<file path="src/rtl/aoi_arb_pkg.sv">
// Shared constants and operand layout for the round-robin AND-OR-INVERT arbiter.
package aoi_arb_pkg;

    localparam int          AOI_NREQ_DEFAULT = 4;
    localparam int unsigned AOI_OPW          = 4;

    typedef struct packed {
        logic a;
        logic b;
        logic c;
        logic d;
    } aoi_op_t;

endpackage

</file>
<file path="src/rtl/aoi_unit.sv">
// Combinational AND-OR-INVERT cell: out = (a&b)|(c&d), out_n = ~out.
module aoi_unit (
    input  logic a,
    input  logic b,
    input  logic c,
    input  logic d,
    output logic out,
    output logic out_n
);

    assign out   = (a & b) | (c & d);
    assign out_n = ~out;

endmodule

</file>
<file path="src/rtl/aoi_arbiter.sv">
// Round-robin arbiter sharing one aoi_unit among NREQ requesters, with a
// single-entry output register that reloads back-to-back on consume.
module aoi_arbiter
    import aoi_arb_pkg::*;
#(
    parameter int NREQ = AOI_NREQ_DEFAULT,
    parameter int IDW  = $clog2(NREQ)
) (
    input  logic                    clk,
    input  logic                    rst_n,
    input  logic [NREQ-1:0]         req_valid,
    input  logic [AOI_OPW*NREQ-1:0] req_ops,
    output logic [NREQ-1:0]         req_ready,
    output logic                    rsp_valid,
    input  logic                    rsp_ready,
    output logic                    rsp_out,
    output logic                    rsp_out_n,
    output logic [IDW-1:0]          rsp_id,
    output logic [7:0]              done_cnt
);

    localparam logic [0:0]  ST_EMPTY = 1'b0;
    localparam logic [0:0]  ST_FULL  = 1'b1;
    localparam int unsigned NREQ_U   = NREQ;

    logic [0:0]     state_q, state_d;
    logic [IDW-1:0] ptr_q, ptr_d;
    logic           out_q, out_d;
    logic           out_n_q, out_n_d;
    logic [IDW-1:0] id_q, id_d;
    logic [7:0]     cnt_q, cnt_d;

    aoi_op_t        ops_arr [NREQ];
    aoi_op_t        op_sel;
    logic           unit_out, unit_out_n;
    logic           grant_ok, consume, accept, gnt_found;
    logic [IDW-1:0] gnt_idx, idx_w;
    int unsigned    idx;

    assign consume  = (state_q == ST_FULL) && rsp_ready;
    // Reset gates the grant combinationally so req_ready is low on every reset cycle.
    assign grant_ok = rst_n && ((state_q == ST_EMPTY) || rsp_ready);

    always_comb begin
        for (int unsigned i = 0; i < NREQ_U; i++) begin
            ops_arr[i] = req_ops[i*AOI_OPW +: AOI_OPW];
        end
    end

    always_comb begin
        gnt_found = 1'b0;
        gnt_idx   = '0;
        idx       = 0;
        idx_w     = '0;
        for (int unsigned k = 0; k < NREQ_U; k++) begin
            idx = 32'(ptr_q) + k;
            if (idx >= NREQ_U) begin
                idx = idx - NREQ_U;
            end
            idx_w = IDW'(idx);
            if (!gnt_found && req_valid[idx_w]) begin
                gnt_found = 1'b1;
                gnt_idx   = idx_w;
            end
        end
    end

    assign accept = grant_ok && gnt_found;

    always_comb begin
        req_ready = '0;
        if (accept) begin
            req_ready[gnt_idx] = 1'b1;
        end
    end

    assign op_sel = ops_arr[gnt_idx];

    aoi_unit u_aoi (
        .a     (op_sel.a),
        .b     (op_sel.b),
        .c     (op_sel.c),
        .d     (op_sel.d),
        .out   (unit_out),
        .out_n (unit_out_n)
    );

    always_comb begin
        state_d = state_q;
        ptr_d   = ptr_q;
        out_d   = out_q;
        out_n_d = out_n_q;
        id_d    = id_q;
        cnt_d   = cnt_q;
        if (consume) begin
            cnt_d   = cnt_q + 8'd1;
            state_d = ST_EMPTY;
        end
        if (accept) begin
            state_d = ST_FULL;
            out_d   = unit_out;
            out_n_d = unit_out_n;
            id_d    = gnt_idx;
            ptr_d   = (gnt_idx == IDW'(NREQ - 1)) ? '0 : gnt_idx + 1'b1;
        end
    end

    always_ff @(posedge clk) begin
        if (!rst_n) begin
            state_q <= ST_EMPTY;
            ptr_q   <= '0;
            out_q   <= 1'b0;
            out_n_q <= 1'b1;
            id_q    <= '0;
            cnt_q   <= '0;
        end else begin
            state_q <= state_d;
            ptr_q   <= ptr_d;
            out_q   <= out_d;
            out_n_q <= out_n_d;
            id_q    <= id_d;
            cnt_q   <= cnt_d;
        end
    end

    assign rsp_valid = (state_q == ST_FULL);
    assign rsp_out   = out_q;
    assign rsp_out_n = out_n_q;
    assign rsp_id    = id_q;
    assign done_cnt  = cnt_q;

endmodule

</file>
<file path="config.mk">
export PLATFORM = sky130hd
export DESIGN_NAME = aoi_arbiter
export DESIGN_NICKNAME = d
export VERILOG_FILES = /design/src/rtl/aoi_arb_pkg.sv /design/src/rtl/aoi_unit.sv /design/src/rtl/aoi_arbiter.sv
export SDC_FILE = /design/constraint.sdc
export NUM_CORES = 1
export LEC_CHECK = 0
export ABC_AREA = 1
export BUFFER_PORTS_ARGS = -buffer_cell sky130_fd_sc_hd__buf_2
export CELL_PAD_IN_SITES_DETAIL_PLACEMENT = 2
export CELL_PAD_IN_SITES_GLOBAL_PLACEMENT = 2
export CORE_MARGIN = 1
export CORE_UTILIZATION = 29
export CTS_BUF_LIST = sky130_fd_sc_hd__clkbuf_4
export CTS_CLUSTER_SIZE = 24
export DETAILED_ROUTE_END_ITERATION = 7
export GPL_TIMING_DRIVEN = 0
export PLACE_DENSITY_LB_ADDON = 0.1
export SYNTH_ARGS = -nofsm -noshare
export SYNTH_HDL_FRONTEND = slang
export SYNTH_SLANG_ARGS = --single-unit
export TNS_END_PERCENT = 20
</file>
<file path="constraint.sdc">
create_clock -name clk -period 4.1 [get_ports clk]
set_clock_uncertainty 0.1 [all_clocks]
set_input_delay 0.82 -clock clk [delete_from_list [all_inputs] [get_ports clk]]
set_output_delay 0.82 -clock clk [all_outputs]
set_load 0.02 [all_outputs]
</file>
==> flow_summary.ini, run 1 <==
[global_routing]
overflow = 0
grt_start_max_net_pins = 11
grt_pass1_vias = 1234
grt_pass1_wl_um = 5350
track_usage_pct = 15.9
antenna_found_initial = 0

[sta]
timing.setup.tns_ns = 0
worst_pin_slew_ns = 0.328
relSlewSlack_pct = 77.9
fin_crit_ns = 3.14
max_freq_mhz = 319
rsz0062_at_grt = false
fin_crit_sh_pct = 76.5
slew_viol_final = 0
hold_violations = 0
setup_viol = 0

[floorplanning]
die_y_um = 65.2
start_util_pct = 30.9
chipWidth_um = 65.2
die_area_um2 = 4250
io_pins = 40
coreArea_um2 = 3740
rows = 22

[layout]
instances_no_fill = 254
diodes = 0
drive_gt1_share_pct = 39.8
final_nets = 235
post-route-util_pct = 38.5
fillers = 461
area_growth_pct = 24.6

[clocking]
path_clk_slew_ns = 0.09
cts_buffers = 3
htree_levels = 1
insertion_delay_ns = 0.28
ctsHoldBuffers = 0
cts-root-buf = clkbuf_4
cts_sinks = 15
max-clock-path-buffers = 2
cts_tree = yes
cts_setup_buffers = 0
cts_resized = 0

[worst_setup_path]
required_ns = 3.18
rr_worst_depth = 12
endpoint_kind = output pin
crit_fanout = 5
timing.rr.end = ptr_q[1]
rrSetupSlack_ns = 2.04
setup.worst_path.end = req_ready[1]
worstPathArrival_ns = 2.22
startpoint_type = input port
critical_path_class = input port to output pin
crit_start = req_valid[2]
reg2reg_from = ptr_q[1]

[yosys]
synth_warnings = 0
yosysUniqueCellTypes = 24
ys_seq_area_share_pct = 25.9
synth_top_area_cell = dfxtp_1
synth_top_cells_by_count = 35 x nand2_1, 24 x inv_1, 15 x dfxtp_1, 10 x nand2_2, 10 x nor2_1
synth_enable_flop_cells = 0
syn_area_um2 = 1160
synth_top_area_share_pct = 25.9
syn_avg_cell_area_um2 = 7.10
async_flop_share_pct = 0
synth_nets = 191
ys_top_cells_by_area = dfxtp_1 26%, nand2_1 11%, inv_1 7.8%
synth_most_common_cell = nand2_1
netlist_instances = 163
synth_seq_cells = 15
synth_flop_cell = dfxtp_1

[hold_path]
hold_class = flop to flop

[detailed_routing]
vias = 1205
drtIter0Drc = 10
first_pass_iters = 4
drt.antenna.violating_nets = 0
drt_wl_total_um = 3140
wl_per_cell_um = 12.4
viasPerCell = 4.74
drc = 0

[placed_design]
gp_congestion = 0.745
io_buffers = 39
hpwl_um = 2650
placed_cells = 250

[power]
p_leak_uw = 0.000780
ir_drop_mv = 0.269
p_per_area_nw_per_um2 = 773

[run]
drv_cap = 0

[outcome]
status = complete, no violations
through the flow:
step                total power, uW  setup WS, ns  hold slack (ns)  area (um2)
global route                   1230         0.758            0.376        1440
detailed placement             1040         0.949            0.339        1410
finish                         1120         0.962            0.346        1440
CTS                            1140         0.937            0.353        1440
global placement               1000         0.979            0.327        1410
floorplan                       850          1.19            0.425        1160
layout make-up:
class	count	area, um2	area share [%]
clock buffers	4	30.0	2.08
repair buffers	39	195	13.5
inverters	29	110	7.63
multi-input cells	116	719	49.9
well taps	48	60.1	4.16
flip-flops and latches	15	300	20.8
plain buffers	3	27.5	1.91
how the worst min path moves through the flow:
stage,slack (ns),cells past startpoint,to,start
after floorplan,0.42,1,done_cnt[7],done_cnt[7]
after global placement,0.33,1,done_cnt[7],done_cnt[7]
after detailed placement,0.34,1,done_cnt[7],done_cnt[7]
after CTS,0.35,1,done_cnt[7],done_cnt[7]
after global routing,0.38,1,done_cnt[7],done_cnt[7]
final,0.35,1,done_cnt[7],done_cnt[7]
per-layer routing:
metal	global-route usage, %	vias up	wire length, um
li1	-	605	-
met2	29.1	29	1600
met1	19.4	569	1390
met4	1.63	0	9
met5	0	-	0
met3	3.65	2	145
power breakdown:
part           internal, uW  switching [uW]  total [uW]
logic                   275             544         819
clock network          44.4            46.0        90.4
registers               179            27.0         206
critical path, cell delays in order:
cell and delay, ns:
buf_2 0.10, inv_1 0.06, nand2_1 0.08, nand3_1 0.11
nand2_1 0.10, nand2_2 0.10, nand2_1 0.06, nand2_2 0.09
nand3_4 0.09, inv_1 0.13, ha_1 0.17, inv_1 0.04
nor2_1 0.09, buf_2 0.17
logic make-up after synthesis:
group	synth area share, %
AND/OR/NAND/NOR	43.7
adder cells (fa/ha/maj)	5.41
AO/OA/AOI/OAI	13.1
buffers and inverters	11.9
flip-flops	25.9
flip-flops by register name, summed over array words and instances (netlist names):
| signal | flops |
|---|---|
| done_cnt | 8 |
| rsp_out_n | 1 |
| rsp_id | 2 |
| rsp_valid | 1 |
| ptr_q | 2 |
| rsp_out | 1 |
cell usage in the layout (no fill, tap or decap), types with 4 or more instances in the layout:
cell type and n:
buf_2 40, nand2_2 10, o21ai_0 8, inv_1 24
a21oi_1 8, dfxtp_1 15, ha_1 5, nand2_1 35
nand2_4 5, nand3_2 8, nand3_1 6, nor2_1 10
a22o_1 4, inv_2 4, clkbuf_4 4
Note: power is estimated with default switching activity, not from simulation.
==> inputs of run 2 (changes only) <==
--- a/config.mk
+++ b/config.mk
@@ -5,12 +5,12 @@
 export SDC_FILE = /design/constraint.sdc
 export NUM_CORES = 1
 export LEC_CHECK = 0
-export ABC_AREA = 1
+export ABC_AREA = 0
 export BUFFER_PORTS_ARGS = -buffer_cell sky130_fd_sc_hd__buf_2
 export CELL_PAD_IN_SITES_DETAIL_PLACEMENT = 2
 export CELL_PAD_IN_SITES_GLOBAL_PLACEMENT = 2
 export CORE_MARGIN = 1
-export CORE_UTILIZATION = 29
+export CORE_UTILIZATION = 26
 export CTS_BUF_LIST = sky130_fd_sc_hd__clkbuf_4
 export CTS_CLUSTER_SIZE = 24
 export DETAILED_ROUTE_END_ITERATION = 7
==> constraint.sdc (replaced) <==
create_clock -name clk -period 3.2 [get_ports clk]
set_clock_uncertainty 0.1 [all_clocks]
set_input_delay 0.64 -clock clk [delete_from_list [all_inputs] [get_ports clk]]
set_output_delay 0.64 -clock clk [all_outputs]
set_load 0.02 [all_outputs]
==> run 2 against run 1 <==
Cell area decreased by 22%. Register-to-register slack got worse by 0.59 ns. Clock power increased by 24%. Routed wire length decreased by 18%. Combinational power decreased by 78%. Largest cell class unchanged.
==> flow_summary.ini, run 2 <==
[sta]
max_freq_mhz = 377
relSlewSlack_pct = 66.0
rsz0062_at_grt = false
timing.setup.tns_ns = 0
slew_viol_final = 0
worst_pin_slew_ns = 0.510
fin_hold_ws_ns = 0.361
fin_crit_sh_pct = 83.0
setup_viol = 0
fin_crit_ns = 2.66
hold_violations = 0
worst_slack_ns = 0.544

[clocking]
cts_tree = yes
path_clk_slew_ns = 0.09
cts_resized = 0
cts_sinks = 15
cts-root-buf = clkbuf_4
cts_buffers = 3
max-clock-path-buffers = 2
htree_levels = 1
insertion_delay_ns = 0.29
cts_setup_buffers = 0
ctsHoldBuffers = 0

[yosys]
ys_top_cells_by_area = dfxtp_1 35%, ha_1 7.3%, xor2_1 4.1%
async_flop_share_pct = 0
synth_top_cells_by_count = 15 x dfxtp_1, 9 x nand2_1, 7 x nor2_1, 6 x nand3_1
synth_xor_area_share_pct = 5.11
synth_most_common_cell = dfxtp_1
syn_area_um2 = 857
synth_warnings = 0
synth_mux_area_share_pct = 0
synth_enable_flop_cells = 0
synth_fa_ha_area_share_pct = 7.30
synth_nets = 126
synth_top_family_by_area = simple AND/OR/NAND/NOR gates
synthSimpleGateAreaFrac_pct = 27.6
synth_flop_cell = dfxtp_1
synth_compound_area_share_pct = 22.2
yosysUniqueCellTypes = 36
synth_top_area_cell = dfxtp_1
ys_seq_area_share_pct = 35.0
syn_avg_cell_area_um2 = 8.75
netlist_instances = 98
synth_top_area_share_pct = 35.0
synth_seq_cells = 15

[global_routing]
antenna_found_initial = 0
grt_start_max_net_pins = 11
track_usage_pct = 16.7
grt_pass1_vias = 976
grt_pass1_wl_um = 4360
overflow = 0

[floorplanning]
io_pins = 40
start_util_pct = 27.8
die_y_um = 59.4
die_area_um2 = 3530
rows = 20
coreArea_um2 = 3080
chipWidth_um = 59.4

[detailed_routing]
vias = 899
viasPerCell = 4.89
drt_wl_total_um = 2560
first_pass_iters = 3
wl_per_cell_um = 13.9
drc = 0
drt.antenna.violating_nets = 0
drtIter0Drc = 28

[hold_path]
hold_class = flop to flop

[layout]
drive_gt1_share_pct = 37.1
largest_reg_flops = 8
final_nets = 169
stdcell_area_um2 = 1130
regArea_um2 = 300
final_cell_mix = 39 x buf_2, 15 x dfxtp_1, 9 x nand2_1
multi_input_area_um2 = 533
area_growth_pct = 31.8
diodes = 0
layout_commonest_cell = buf_2
post-route-util_pct = 36.7
fillers = 366

[worst_setup_path]
critPathMaxStageDelay_ns = 0.34
path_common_cell = buf_2
worstPathArrival_ns = 1.92
startpoint_type = input port
slowest_stage = o22ai_2
endpoint_kind = output pin
critical_path_class = input port to output pin
crit_fanout = 7
crit_chain = buf_2 > nor2b_2 > nor2_1 > o22ai_2 > inv_1 > ha_1 > and2_1 > buf_2
required_ns = 2.46

[run]
drv_cap = 0

[placed_design]
gp_congestion = 0.657
place_ws_ns = 0.510
io_buffers = 38
dpl_cell_area_um2 = 1100
hpwl_um = 2100

[power]
p_per_area_nw_per_um2 = 462
p_leak_uw = 0.000540
ir_drop_mv = 0.215

[outcome]
status = complete, no violations
## run 2: cell type report
type,count,share of cell area [%]
clock inverters,1,0.443
flip-flops and latches,15,26.6
repair buffers,38,16.8
multi-input cells,77,47.2
inverters,3,0.997
plain buffers,3,1.11
clock buffers,3,1.99
well taps,44,4.87
## run 2: final timing paths
kind / slack, ns / startpoint / depth (start not counted) / endpoint
max: 0.54 / req_valid[0] / 8 / req_ready[3]
min: 0.36 / rsp_id[0] / 2 / rsp_id[0]
max reg2reg: 1.45 / ptr_q[1] / 7 / ptr_q[1]
min reg2reg: 0.36 / rsp_id[0] / 2 / rsp_id[0]
## run 2: per-layer routing
metal	up-vias	track usage, %	share of wire (%)
met3	2	4.15	4.3
li1	437	-	-
met2	20	29.9	52
met1	440	19.6	43
met5	-	0	0
met4	0	4.76	0.74
## run 2: kinds of logic (layout without fill, tap and decap cells)
logic type / count (synthesis) / after routing
AO/OA/AOI/OAI: 24 / 24
XOR/XNOR: 5 / 5
adder cells (fa/ha/maj): 5 / 5
buffers and inverters: 6 / 48
flip-flops: 15 / 15
AND/OR/NAND/NOR: 43 / 43
## run 2: critical path: cells and delay by family
| family | cells | cell delay [ns] |
|---|---|---|
| buffers and inverters | 3 | 0.37 |
| adders and majority gates | 1 | 0.19 |
| and+or+nand+nor | 3 | 0.37 |
| AOI/OAI and AO/OA | 1 | 0.34 |
## run 2: power by group
| group | leakage (uW) | internal [uW] | total (uW) | switching, uW |
|---|---|---|---|---|
| Combinational | 0.000400 | 75.7 | 181 | 106 |
| Sequential | 0.000123 | 208 | 228 | 20.7 |
| Clock | 0.0000177 | 46.5 | 112 | 65.3 |
## run 2: stage by stage
step	power, uW	std cells
3_3_place_gp	407	180
5_1_grt	558	184
3_5_place_dp	417	180
6_report	521	184
2_1_floorplan	350	98
4_1_cts	534	184
